<file path="src/rtl/wrr_pkg.sv">
// Shared types and constants for the weighted round-robin arbiter.
package wrr_pkg;
  typedef enum logic [1:0] {
    IDLE   = 2'd0,
    RELOAD = 2'd1,
    GRANT  = 2'd2
  } wrr_state_e;

  localparam int WRR_DEF_WGT = 1;
endpackage

</file>
<file path="src/rtl/wrr_rr_pick.sv">
// Cyclic first-set picker starting at ptr: rotate right, isolate, rotate left.
module wrr_rr_pick #(
  parameter int N  = 8,
  parameter int PW = $clog2(N)
) (
  input  logic [N-1:0]  req,
  input  logic [PW-1:0] ptr,
  output logic [N-1:0]  gnt,
  output logic [PW-1:0] gnt_idx
);
  logic [N-1:0] w_rot;
  logic [N-1:0] w_iso;

  assign w_rot = N'({req, req} >> ptr);
  assign w_iso = w_rot & (~w_rot + 1'b1);
  assign gnt   = N'(({w_iso, w_iso} << ptr) >> N);

  always_comb begin
    gnt_idx = '0;
    for (int i = 0; i < N; i++) begin
      if (gnt[i]) gnt_idx = PW'(i);
    end
  end
endmodule

</file>
<file path="src/rtl/wrr_arbiter.sv">
// Weighted round-robin arbiter with per-requester credits.
// Optional grant-hold timeout enabled by defining WRR_ARB_TIMEOUT_EN.
module wrr_arbiter
  import wrr_pkg::*;
#(
  parameter int N       = 8,
  parameter int WW      = 4,
  parameter int TIMEOUT = 64
) (
  input  logic                 i_clk,
  input  logic                 i_rstn,
  input  logic [N-1:0]         i_req,
  input  logic                 i_done,
  input  logic                 i_wgt_wr,
  input  logic [$clog2(N)-1:0] i_wgt_idx,
  input  logic [WW-1:0]        i_wgt_data,
  output logic [N-1:0]         o_gnt,
  output logic [$clog2(N)-1:0] o_gnt_idx,
  output logic                 o_timeout
);
  localparam int PW = $clog2(N);

  wrr_state_e    r_state, w_state_n;
  logic [N-1:0]  r_gnt, w_gnt_n;
  logic [PW-1:0] r_idx, w_idx_n;
  logic [PW-1:0] r_ptr, w_ptr_n, w_nxt_ptr;
  logic [WW-1:0] r_wgt [N];
  logic [WW-1:0] r_crd [N];
  logic          r_to, w_to_n;
  logic [N-1:0]  w_elig, w_reld;
  logic [N-1:0]  w_pk_req, w_pk_gnt;
  logic [PW-1:0] w_pk_ptr, w_pk_idx;
  logic [WW-1:0] w_cur, w_dec;
  logic          w_hold, w_to_hit;
  logic          w_dec_en, w_clr, w_reload;

  always_comb begin
    w_reld = '0;
    w_elig = '0;
    for (int i = 0; i < N; i++) begin
      w_reld[i] = i_req[i] && (r_wgt[i] != '0);
      w_elig[i] = w_reld[i] && (r_crd[i] != '0);
    end
  end

  assign w_cur     = r_crd[r_idx];
  assign w_dec     = (w_cur == '0) ? '0 : w_cur - 1'b1;
  assign w_hold    = i_req[r_idx] && (w_dec != '0);
  assign w_nxt_ptr = (r_idx == PW'(N - 1)) ? '0 : r_idx + 1'b1;

  // In GRANT the picker looks ahead past the current winner.
  assign w_pk_req = (r_state == GRANT) ? (w_elig & ~r_gnt) : w_elig;
  assign w_pk_ptr = (r_state == GRANT) ? w_nxt_ptr : r_ptr;

  wrr_rr_pick #(
    .N  (N),
    .PW (PW)
  ) u_pick (
    .req     (w_pk_req),
    .ptr     (w_pk_ptr),
    .gnt     (w_pk_gnt),
    .gnt_idx (w_pk_idx)
  );

`ifdef WRR_ARB_TIMEOUT_EN
  localparam int TW = $clog2(TIMEOUT) + 1;
  logic [TW-1:0] r_hold;

  always_ff @(posedge i_clk or negedge i_rstn) begin
    if (!i_rstn)
      r_hold <= '0;
    else if (r_state == GRANT && !i_done)
      r_hold <= r_hold + 1'b1;
    else
      r_hold <= '0;
  end

  assign w_to_hit = (r_state == GRANT) && !i_done &&
                    (r_hold == TW'(TIMEOUT - 1));
`else
  // No hold counter: a grant is never revoked.
  assign w_to_hit = (TIMEOUT < 0);
`endif

  always_ff @(posedge i_clk or negedge i_rstn) begin
    if (!i_rstn) r_state <= IDLE;
    else         r_state <= w_state_n;
  end

  always_comb begin
    w_state_n = r_state;
    unique case (r_state)
      IDLE: begin
        if (|w_elig)      w_state_n = GRANT;
        else if (|w_reld) w_state_n = RELOAD;
      end
      RELOAD: w_state_n = IDLE;
      GRANT: begin
        if (w_to_hit) begin
          w_state_n = IDLE;
        end else if (i_done && !w_hold) begin
          if (|w_pk_gnt)    w_state_n = GRANT;
          else if (|w_reld) w_state_n = RELOAD;
          else              w_state_n = IDLE;
        end
      end
      default: w_state_n = IDLE;
    endcase
  end

  always_comb begin
    w_gnt_n  = r_gnt;
    w_idx_n  = r_idx;
    w_ptr_n  = r_ptr;
    w_to_n   = 1'b0;
    w_dec_en = 1'b0;
    w_clr    = 1'b0;
    w_reload = (r_state == RELOAD);
    unique case (r_state)
      IDLE: begin
        w_gnt_n = w_pk_gnt;
        w_idx_n = w_pk_idx;
      end
      GRANT: begin
        if (w_to_hit) begin
          w_gnt_n = '0;
          w_idx_n = '0;
          w_ptr_n = w_nxt_ptr;
          w_to_n  = 1'b1;
          w_clr   = 1'b1;
        end else if (i_done) begin
          w_dec_en = 1'b1;
          if (!w_hold) begin
            w_ptr_n = w_nxt_ptr;
            w_gnt_n = w_pk_gnt;
            w_idx_n = w_pk_idx;
          end
        end
      end
      default: ;
    endcase
  end

  always_ff @(posedge i_clk or negedge i_rstn) begin
    if (!i_rstn) begin
      r_gnt <= '0;
      r_idx <= '0;
      r_ptr <= '0;
      r_to  <= 1'b0;
      for (int i = 0; i < N; i++) begin
        r_wgt[i] <= WW'(WRR_DEF_WGT);
        r_crd[i] <= '0;
      end
    end else begin
      r_gnt <= w_gnt_n;
      r_idx <= w_idx_n;
      r_ptr <= w_ptr_n;
      r_to  <= w_to_n;
      for (int i = 0; i < N; i++) begin
        if (i_wgt_wr && i_wgt_idx == PW'(i))
          r_wgt[i] <= i_wgt_data;
        if (w_reload) begin
          r_crd[i] <= r_wgt[i];
        end else if (r_idx == PW'(i)) begin
          if (w_clr)         r_crd[i] <= '0;
          else if (w_dec_en) r_crd[i] <= w_dec;
        end
      end
    end
  end

  assign o_gnt     = r_gnt;
  assign o_gnt_idx = r_idx;
  assign o_timeout = r_to;
endmodule
</file>
<file path="config.mk">
export PLATFORM = sky130hd
export DESIGN_NAME = wrr_arbiter
export DESIGN_NICKNAME = d
export VERILOG_FILES = /design/src/rtl/wrr_pkg.sv /design/src/rtl/wrr_rr_pick.sv /design/src/rtl/wrr_arbiter.sv
export SDC_FILE = /design/constraint.sdc
export NUM_CORES = 1
export LEC_CHECK = 0
export ABC_AREA = 1
export BUFFER_PORTS_ARGS = -buffer_cell sky130_fd_sc_hd__buf_2
export CELL_PAD_IN_SITES_DETAIL_PLACEMENT = 1
export CELL_PAD_IN_SITES_GLOBAL_PLACEMENT = 2
export CORE_ASPECT_RATIO = 2
export CORE_MARGIN = 10
export CORE_UTILIZATION = 39
export CTS_BUF_LIST = sky130_fd_sc_hd__clkbuf_8
export DETAILED_ROUTE_END_ITERATION = 8
export PLACE_DENSITY_LB_ADDON = 0.1
export SYNTH_ARGS = -nofsm -noshare
export SYNTH_HDL_FRONTEND = slang
export SYNTH_HIERARCHICAL = 1
export SYNTH_SLANG_ARGS = --single-unit
</file>
<file path="constraint.sdc">
create_clock -name i_clk -period 5.3 [get_ports i_clk]
set_input_delay 1.06 -clock i_clk [delete_from_list [all_inputs] [get_ports i_clk]]
set_output_delay 1.06 -clock i_clk [all_outputs]
set_load 0.05 [all_outputs]
</file>
==> qor.txt <==
Adder and majority gate portion of the synthesized area: 0.0145
Synth-to-layout area growth: 7.82%
Hold Worst Slack: 0.495 ns
Register area share after synthesis: 0.389
DRT Pass-1 Iters: 4
CTS max path bufs: 2
Via-to-Cell Ratio: 5.51
Crit. End Element: flop
Cell Rows: 59
Vias post-DR: 4973
Post-Synth Simple-Gate Area: 0.371
CP most frequent cell: nand2_1
Largest net degree at the start of global routing: 81
Routed WL: 18300 um
Syn_area_per_cell: 7.16 sq um
Cts hold-fix bufs: 0
Yosys reg bits: 80
DR WL/cell: 20.3 um
Setup-failing EPs final: 0
Library cells used by synthesis: 36
Largest family of logic cells by synthesized area: simple AND/OR/NAND/NOR gates
CP max FO: 21
Multiplexer area fraction after synthesis: 0
GP Congestion: 0.945
Post-Route Skew: 0.0130 ns
Die area: 18500 sq um
Fillers: 1705
Number of global-route vias before repair: 5288
First-pass GRT wire length: 28800 um
Clock latency on the worst-skew pair: 0.36 ns
# diodes: 0
Maxcap violations: 0
Final HPWL DP: 14900 um
Port buffer count: 29
Die Width: 101 um
Clock-pin slew on the worst setup and hold paths: 0.10 ns
Crit path max-delay cell type: dfrtp_1
Antenna violations before repair: 0
Multi-input gate area: 2710 sq um
Slew Limit Fails: 0
Initial core utilization: 0.398
Critical path startpoint category: flop
DR iter-0 viols: 213
TritonCTS Sinks: 80
Slew headroom: 0.298
Share of layout cells above drive strength 1: 0.141
Hold Vio Cnt, Final: 0
Fmax achieved: 248 MHz
Register area: 2010 sq um
Clk root buf: clkbuf_8
Finished Cell Area: 5570 sq um
CORE AREA: 13000 sq um
Synth Warn #: 6
Fin Setup TNS: 0 ns
DR DRC count: 0
Worst Tran Pin Value: 1.05 ns
Crit path cell chain: inv_2, ha_1, inv_1, o21ai_0, buf_4, inv_2, nand3_1, nand2_1, nand2_1, nand2_1, nand3_1, nand2_1, o21ai_0, nand2_1, nand3_1, nand2_1, nor2_1, nand2_1, nor3_1, nand2_1, nand2_1, nand2_1, a21oi_1
Cell count after synthesis: 722
Total CTS buffers: 9
Hold Path Class: flop to flop
Period Utilization, post-route: 0.759
RSZ-0062 raised after global routing: no
Global Route Usage Sum: 0.202
Placed Area: 5380 sq um
Crit Path Class: flop to flop
Detail Route Antenna Nets: 0
Crit-path max cell delay: 0.71 ns
WP data arrival: 4.32 ns
PostCTS Resize Cnt: 0
Die Height: 183 um
Setup ws final: 1.28 ns
Synthesized area: 5170 sq um
Syn_nets: 747
Final net count: 770
Period minus WS final: 4.02 ns
Synth Area in Compound Gates: 0.137
H-tree levels: 3
Xor/xnor share of the synthesized area: 0
Ports: 31
Total gr overflow: 0
CTS tree: built
Status: finished, final reports clean
Number of setup buffers added after CTS: 0
Worst Path Required: 5.59 ns
Placement Setup Slack: 1.31 ns
cells in the final DEF (no fill, tap or decap), types with 20 or more instances in the layout:
cell type,netlist,routed
a22oi_1,24,24
buf_2,9,28
dfrtp_1,72,72
inv_1,64,64
nand2_1,208,208
nand2_2,20,20
nand3_1,93,93
nor2_1,60,59
o21ai_0,49,48
o21ai_1,23,24
sequential cells by signal (all words and copies together), names as in the netlist:
name,cells
r_crd,32
r_wgt,32
o_gnt,8
o_gnt_idx,3
r_ptr,3
r_state,2
worst paths after layout:
path / startpoint / slack [ns] / cells after the start / to
worst max-delay path: o_gnt_idx[0]$_DFFE_PN0P_ / 1.28 / 23 / r_state[0]$_DFFE_PN0P_
worst min-delay path: r_wgt[18]$_DFFE_PN0P_ / 0.49 / 2 / r_wgt[18]$_DFFE_PN0P_
worst max register to register: o_gnt_idx[0]$_DFFE_PN0P_ / 1.28 / 23 / r_state[0]$_DFFE_PN0P_
worst min register to register: r_wgt[18]$_DFFE_PN0P_ / 0.49 / 2 / r_wgt[18]$_DFFE_PN0P_
max in group asynchronous: i_rstn / 3.72 / 1 / r_crd[11]$_DFFE_PN0P_
min in group asynchronous: i_rstn / 0.86 / 1 / r_wgt[29]$_DFFE_PN0P_
routing by layer:
layer  up-vias  wire length, um  global-route usage
met5         -                0                   0
met3        33              375              0.0237
met2        82            10800               0.401
li1       2429                -                   -
met1      2429             6340               0.192
met4         0              728              0.0919
cell families after synthesis:
| kind of cell | count (synthesis) |
|---|---|
| adder cells (fa/ha/maj) | 6 |
| flip-flops | 80 |
| AND/OR/NAND/NOR | 417 |
| AO/OA/AOI/OAI | 122 |
| buffers and inverters | 96 |
| other | 1 |
stage by stage:
step,utilization,std cells
floorplan,-,722
global placement,0.414,886
detailed placement,0.414,886
CTS,0.429,902
global route,0.429,902
finish,0.429,902
cell usage after synthesis:
library cell,number,area [sq um]
nand3_1,93,465
dfstp_2,8,210
nand2_2,20,125
or2_2,1,6.26
nor3_1,8,40.0
conb_1,1,3.75
nand2_1,208,781
nand3_4,4,70.1
inv_1,64,240
o21ai_2,3,26.3
buf_1,2,7.51
a22oi_1,24,180
buf_4,5,37.5
buf_2,9,45.0
nand4_4,1,21.3
nand4_1,14,87.6
buf_6,4,45.0
nand3_2,3,30.0
clkbuf_8,1,13.8
dfrtp_1,72,1800
o22ai_1,7,43.8
nand4_2,1,12.5
o21ai_0,49,245
inv_4,1,6.26
nand2_4,2,22.5
clkbuf_1,2,7.51
nor2_4,1,11.3
o21bai_1,6,45.0
a21oi_1,9,45.0
o21ai_1,23,115
o211ai_1,1,7.51
buf_12,1,20.0
ha_1,6,75.1
inv_2,7,26.3
nor2_8,1,20.0
nor2_1,60,225
critical path, delay by kind of cell, from the launching register on:
kind / cells / cell delay [ns]
and+or+nand+nor: 15 / 1.62
buffers and inverters: 4 / 0.82
adders and majority gates: 1 / 0.39
DFF: 1 / 0.71
AOI/OAI and AO/OA: 3 / 0.39
final cells by class:
class | instances | area share
Multi-Input combinational cell | 546 | 0.486
Sequential cell | 80 | 0.361
Inverter | 72 | 0.0490
Timing Repair Buffer | 36 | 0.0359
Tap cell | 152 | 0.0341
Clock buffer | 10 | 0.0247
Clock inverter | 6 | 0.00898
Power is not shown: default switching activity piles up to over one toggle a cycle in this logic, so the estimate is an artifact.
